**config.mk**
```make
export PLATFORM = sky130hd
export DESIGN_NAME = deser400_arbiter
export DESIGN_NICKNAME = d
export VERILOG_FILES = /design/src/rtl/deser400_pkg.sv /design/src/rtl/deser400_pairfifo.sv /design/src/rtl/deser400_arbiter.sv
export SDC_FILE = /design/constraint.sdc
export NUM_CORES = 1
export LEC_CHECK = 0
export CAP_MARGIN = 20
export CORE_AREA = 2 2 243 245
export CTS_CLUSTER_DIAMETER = 30
export DETAILED_ROUTE_END_ITERATION = 8
export DIE_AREA = 0 0 245 247
export DONT_BUFFER_PORTS = 1
export SLEW_MARGIN = 40
export SYNTH_ARGS = -nofsm -noshare
export SYNTH_HDL_FRONTEND = slang
export SYNTH_HIERARCHICAL = 1
export SYNTH_SLANG_ARGS = --single-unit
```
**constraint.sdc**
```tcl
create_clock -name clock -period 4.15 [get_ports clock]
set_clock_uncertainty 0.1 [all_clocks]
set_input_delay 0.83 -clock clock [delete_from_list [all_inputs] [get_ports clock]]
set_output_delay 0.83 -clock clock [all_outputs]
set_load 0.03 [all_outputs]
```
**src/rtl/deser400_pkg.sv**
```systemverilog
// deser400_pkg: shared word width, arbiter FSM states and the buffered pair type.
package deser400_pkg;
    localparam int DESER_W = 16;
    typedef enum logic [1:0] {IDLE, SEND_A, SEND_B} state_t;
    typedef struct packed {
        logic [DESER_W-1:0] a;
        logic [DESER_W-1:0] b;
    } pair_t;
endpackage

```
**src/rtl/deser400_pairfifo.sv**
```systemverilog
// deser400_pairfifo: per-channel buffer of word pairs with a combinational head.
module deser400_pairfifo
    import deser400_pkg::*;
#(
    parameter int DEPTH = 4
) (
    input  logic  clock,
    input  logic  res_n,
    input  logic  push,
    input  logic  pop,
    input  logic  clear,
    input  pair_t din,
    output pair_t dout,
    output logic  full,
    output logic  empty
);
    localparam int AW = $clog2(DEPTH);
    pair_t mem [DEPTH];
    logic [AW-1:0] wptr, rptr;
    logic [AW:0] count;
    logic do_push, do_pop;
    // a push into a full buffer is still taken when the head leaves in the same cycle
    assign do_push = push & ~clear & (~full | pop);
    assign do_pop = pop & ~empty & ~clear;
    assign full = count == (AW+1)'(DEPTH);
    assign empty = count == '0;
    assign dout = mem[rptr];
    always_ff @(posedge clock or negedge res_n) begin
        if (!res_n) begin
            wptr <= '0;
            rptr <= '0;
            count <= '0;
        end else if (clear) begin
            wptr <= '0;
            rptr <= '0;
            count <= '0;
        end else begin
            wptr <= do_push ? wptr + 1'b1 : wptr;
            rptr <= do_pop ? rptr + 1'b1 : rptr;
            count <= count + (AW+1)'(do_push) - (AW+1)'(do_pop);
        end
    end
    always_ff @(posedge clock) begin
        if (do_push) mem[wptr] <= din;
    end
endmodule

```
**src/rtl/deser400_arbiter.sv**
```systemverilog
// deser400_arbiter: buffers deser400 word pairs per channel and emits them round-robin
// as two tagged words on one valid/ready stream, with sticky per-channel overflow flags.
module deser400_arbiter
    import deser400_pkg::*;
#(
    parameter int NCH = 4,
    parameter int DEPTH = 4
) (
    input  logic                   clock,
    input  logic                   res_n,
    input  logic                   run,
    input  logic                   clear,
    input  logic [NCH-1:0]         in_write,
    input  logic [DESER_W*NCH-1:0] in_data_a,
    input  logic [DESER_W*NCH-1:0] in_data_b,
    output logic                   out_valid,
    input  logic                   out_ready,
    output logic [DESER_W-1:0]     out_data,
    output logic [2:0]             out_chan,
    output logic                   out_last,
    output logic [NCH-1:0]         overflow
);
    localparam int GW = $clog2(NCH);
    pair_t dout [NCH];
    logic [NCH-1:0] push, pop, full, empty, rot;
    logic [GW-1:0] grant, last_grant, sel;
    logic [GW:0] off, sum;
    state_t state;
    assign push = in_write & {NCH{run & ~clear}};
    assign pop = (state == SEND_B && out_ready) ? NCH'(1) << grant : '0;
    for (genvar g = 0; g < NCH; g++) begin : g_ch
        deser400_pairfifo #(.DEPTH(DEPTH)) u_fifo (
            .clock(clock),
            .res_n(res_n),
            .push (push[g]),
            .pop  (pop[g]),
            .clear(clear),
            .din  ({in_data_a[DESER_W*g +: DESER_W], in_data_b[DESER_W*g +: DESER_W]}),
            .dout (dout[g]),
            .full (full[g]),
            .empty(empty[g])
        );
    end
    // rotate the non-empty mask so bit 0 is the channel after last_grant, then take the lowest set bit
    always_comb begin
        rot = NCH'({~empty, ~empty} >> ({1'b0, last_grant} + 1'b1));
        off = '0;
        for (int j = NCH - 1; j >= 0; j--) if (rot[j]) off = (GW+1)'(j);
        sum = {1'b0, last_grant} + (GW+1)'(1) + off;
        sel = GW'(sum >= (GW+1)'(NCH) ? sum - (GW+1)'(NCH) : sum);
    end
    always_ff @(posedge clock or negedge res_n) begin
        if (!res_n) begin
            state <= IDLE;
            out_valid <= 1'b0;
            out_data <= '0;
            out_chan <= '0;
            out_last <= 1'b0;
            overflow <= '0;
            grant <= '0;
            last_grant <= GW'(NCH - 1);
        end else if (clear) begin
            state <= IDLE;
            out_valid <= 1'b0;
            out_last <= 1'b0;
            overflow <= '0;
        end else begin
            overflow <= overflow | (push & full & ~pop);
            case (state)
                IDLE: if (!(&empty)) begin
                    state <= SEND_A;
                    out_valid <= 1'b1;
                    grant <= sel;
                    out_chan <= 3'(sel);
                    out_data <= dout[sel].a;
                    out_last <= 1'b0;
                end
                SEND_A: if (out_ready) begin
                    state <= SEND_B;
                    out_data <= dout[grant].b;
                    out_last <= 1'b1;
                end
                SEND_B: if (out_ready) begin
                    state <= IDLE;
                    out_valid <= 1'b0;
                    last_grant <= grant;
                end
                default: state <= IDLE;
            endcase
        end
    end
endmodule

```
==> implementation parameters <==
Parameter                              Value

Power
  Power density cells    619.2 nW/µm²
  Internal power component    13.02 mW
  Overall power    17.19 mW
  Switching share of total power    24.28%
  Share of total power in combinational logic    8.0%
  NetSw    4.175 mW
  Sequential share of power    39.4%
  Worst vdd rail ir drop    0.3253 mV
  Clock network power share    52.6%
  Reported leakage power    9.232 nW

Yosys
  Xor/xnor cell area share of the yosys netlist    0.6472%
  Sequential element share of the synthesized area    72.93%
  Synthesized-area fraction occupied by adder cells    1.708%
  Post-synthesis instance area    23010 µm²
  Number of different library cells in the post-synthesis netlist    54
  Post-synthesis register bit count    568
  Warnings from Yosys    6
  Flip-flop cell with the highest count after synthesis    sky130_fd_sc_hd__edfxtp_1
  Proportion of synthesized flip-flops having asynchronous set or reset    9.859%
  Count of mapped cells out of synthesis    1118
  Number of enable flip-flop cells after synthesis    512
  Post-Syn Nets    1284
  Portion of netlist area occupied by mux cells    16.10%
  Synth Area in Compound Gates    2.453%
  Share of synthesized cell area in and, or, nand and nor gates    3.812%
  Mapped Avg Cell Area    20.58 µm²
  Largest family of logic cells by synthesized area    multiplexers

Critical path
  Worst endpoint data arrival time    3.95 ns
  Internal reg-to-reg setup slack    0.57 ns
  Crit-path max FO    28
  Gate family responsible for the most delay along the worst path    simple AND/OR/NAND/NOR gates
  Cells traversed along the worst timing path    nor3_1 > inv_1 > nor2_1 > o21ai_0 > a21bo_2 > o21ai_0 > ha_2 > mux2_2 > nor4_1 > a311oi_2
  Most frequent CP cell    sky130_fd_sc_hd__o21ai_0
  WS Path Type    reg -> reg
  Capturing element type of the critical path    register
  Slowest Stage Delay on Critical Path    0.84 ns
  Slowest CP cell    sky130_fd_sc_hd__ha_2
  Number of buffers and inverters on the critical path    1
  Type of origin of the critical path    register
  Required time at the endpoint of the critical path    4.53 ns

Hold path
  Kind of path behind the tightest hold check    in -> reg

Floorplan
  Core ar.    58240 µm²
  Die Ht    247 µm
  Top-level I/O count    162
  Number of placement rows    89
  Horizontal die dimension    245 µm
  Effective utilization at floorplan    39.50%
  Die footprint    60520 µm²

Placed design
  Placed cell area    23870 µm²
  Cell count after placement    1869
  Routability Congestion    0.8021
  Setup slack at placement    0.5576 ns
  HPWL reported at the end of detailed placement    34.49 mm
  Port-buffer cells    0

Drt
  Remaining design rule violation count    0
  Detailed-route via count    10950
  Mean routed wirelength per cell    24.75 µm
  Length of the first detailed-routing pass in iterations    5
  Routed vias/inst    5.270
  Final routed wirelength across all metal layers    51.44 mm
  Detailed Route Iter0 Violations    833
  Detail Route Antenna Nets    0

Layout
  Layout Area Growth over Synthesis    20.70%
  Diodes inserted    0
  Final standard cell area without fillers    27770 µm²
  Highest-count cells in the layout ignoring fill and taps    sky130_fd_sc_hd__edfxtp_1 (512), sky130_fd_sc_hd__mux4_2 (144), sky130_fd_sc_hd__clkbuf_16 (111), sky130_fd_sc_hd__nor2_1 (72), sky130_fd_sc_hd__dfrtp_1 (45)
  Number of nets in the layout    1376
  Number of standard cells in the layout, taps in and fillers out    2078
  # fillers    4714
  Final Util    47.68%
  Share of cells above drive strength 1    34.25%
  Leading cell type in the layout, fill and taps excluded    sky130_fd_sc_hd__edfxtp_1

Clock tree
  CTS H-Tree Depth    3
  Count of cells resized by post-cts repair    0
  Clk Tree Root Cell    sky130_fd_sc_hd__clkbuf_16
  Post-CTS Setup Bufs    0
  Worst-case clock buffer depth    3
  Clock sink total    568
  Number of buffers created by CTS    110
  Clock tree from TritonCTS    built
  Clock slew at reported path FFs    0.05 ns
  Clock latency on the worst-skew pair    0.64 ns

STA
  Relative slew slack    49.31%
  Actual transition at the worst max-transition pin    0.7604 ns
  Total Neg Setup Slack    0 ns
  Slack of the critical path    0.5741 ns
  Shortest period the worst path allows    3.576 ns
  Final critical-path share of the clock period    86.17%
  RSZ-0062 raised after global routing    false
  Max frequency    0.2797 GHz
  Hold violation total from the final report    0
  Number of pins with negative max-slew slack in the final report    0
  Post-Route Hold Slack    0.1510 ns
  Setup violations, final    0

Run status
  Status    finished clean

Global route
  First-pass GRT wire length    75.58 mm
  Vias in the first global route    11400
  Final global-route overflow total    0
  Largest net degree at the start of global routing    57
  Antenna violations before repair    1
  Tot GR Track Use    17.30%

Job
  Max cap viols    0
==> synth_stat cells (all sizes together), types with 2 or more instances <==
| library cell | number | area (µm²) |
|---|---|---|
| nor3b | 9 | 112.6 |
| nand3 | 4 | 20.02 |
| and2 | 20 | 145.1 |
| nand3b | 3 | 26.27 |
| nor2 | 72 | 270.3 |
| xor2 | 12 | 105.1 |
| ha | 25 | 312.8 |
| o311ai | 5 | 43.79 |
| and3 | 2 | 12.51 |
| mux2 | 21 | 251.5 |
| edfxtp | 512 | 15370 |
| o211ai | 3 | 22.52 |
| and4 | 2 | 20.02 |
| buf | 46 | 362.9 |
| inv | 30 | 112.6 |
| mux4 | 144 | 3243 |
| nor3 | 6 | 30.03 |
| dfstp | 2 | 52.55 |
| nor2b | 5 | 31.28 |
| fa | 4 | 80.08 |
| xnor2 | 5 | 43.79 |
| nand2 | 5 | 18.77 |
| a21oi | 25 | 170.2 |
| mux2i | 21 | 210.2 |
| o31ai | 4 | 30.03 |
| nand2b | 10 | 62.56 |
| clkbuf | 16 | 60.06 |
| a31oi | 3 | 25.02 |
| o21ai | 8 | 40.04 |
| nor4 | 16 | 106.4 |
| dfrtp | 54 | 1351 |
| a311oi | 15 | 187.7 |
==> final timing paths <==
check,to,depth (start not counted),startpoint
max in group asynchronous,last_grant[0],2,res_n
worst min register to register,g_ch[3].u_fifo/wptr[0],1,g_ch[3].u_fifo/wptr[0]
worst max register to register,out_data[7],10,g_ch[3].u_fifo/count[1]
worst min-delay path,g_ch[0].u_fifo/count[1],1,clear
worst max-delay path,out_data[7],10,g_ch[3].u_fifo/count[1]
min in group asynchronous,overflow[1],2,res_n
==> state kept, by name, indices dropped and copies added (netlist names), 2 cells and up <==
signal             cells
state                  2
g_ch.u_fifo/rptr       8
g_ch.u_fifo/count     12
overflow               4
out_chan               2
last_grant             2
out_data              16
g_ch.u_fifo/mem      512
g_ch.u_fifo/wptr       8
==> layout make-up <==
class | count | area (µm²) | share of cell area (%)
clock buffer | 121 | 2835 | 10.21
multi-input combinational | 458 | 5703 | 20.54
clock inverter | 86 | 1022 | 3.681
inverter | 30 | 112.6 | 0.4055
tap | 773 | 967.2 | 3.483
timing repair buffer | 42 | 337.8 | 1.217
sequential | 568 | 16790 | 60.47
==> cells by family (layout without fill, tap and decap cells) <==
group	after synthesis	in the layout
AO/OA/AOI/OAI	68	68
XOR/XNOR	17	17
adder cells (fa/ha/maj)	29	29
buffers and inverters	92	279
flip-flops	568	568
multiplexers	186	186
other	1	1
AND/OR/NAND/NOR	157	157
==> layer usage <==
layer | part of all wire (%) | global-route usage, % | up-vias | wire length (µm)
li1 | - | - | 4751 | -
met1 | 39 | 21.06 | 5735 | 19960
met2 | 46 | 25.70 | 386 | 23610
met3 | 12 | 9.138 | 79 | 6332
met4 | 3.0 | 7.389 | 0 | 1537
met5 | 0 | 0 | - | 0
==> worst reg2reg max path, delay by kind of cell (launching register included) <==
kind | cells | cell delay [ns]
adders and majority gates | 1 | 0.84
DFF | 1 | 0.47
AOI/OAI and AO/OA | 4 | 0.49
and+or+nand+nor | 3 | 0.90
buffers and inverters | 1 | 0.18
muxes | 1 | 0.44
==> what timing repair did <==
| action | CTS | global route |
|---|---|---|
| endpoints found under the hold margin | 56 | 0 |
| hold buffers | 2 | 0 |
| endpoints found under the setup margin | 0 | 0 |
==> power by group through the flow <==
stage	clock network, mW	registers [mW]	logic (mW)
3_5_place_dp	0	6.89	1.37
4_1_cts	9.18	6.78	1.39
2_1_floorplan	0	6.76	1.14
3_3_place_gp	0	6.88	1.34
5_1_grt	9.48	6.80	1.48
6_report	9.04	6.78	1.37
(Power assumes the default switching activity.)
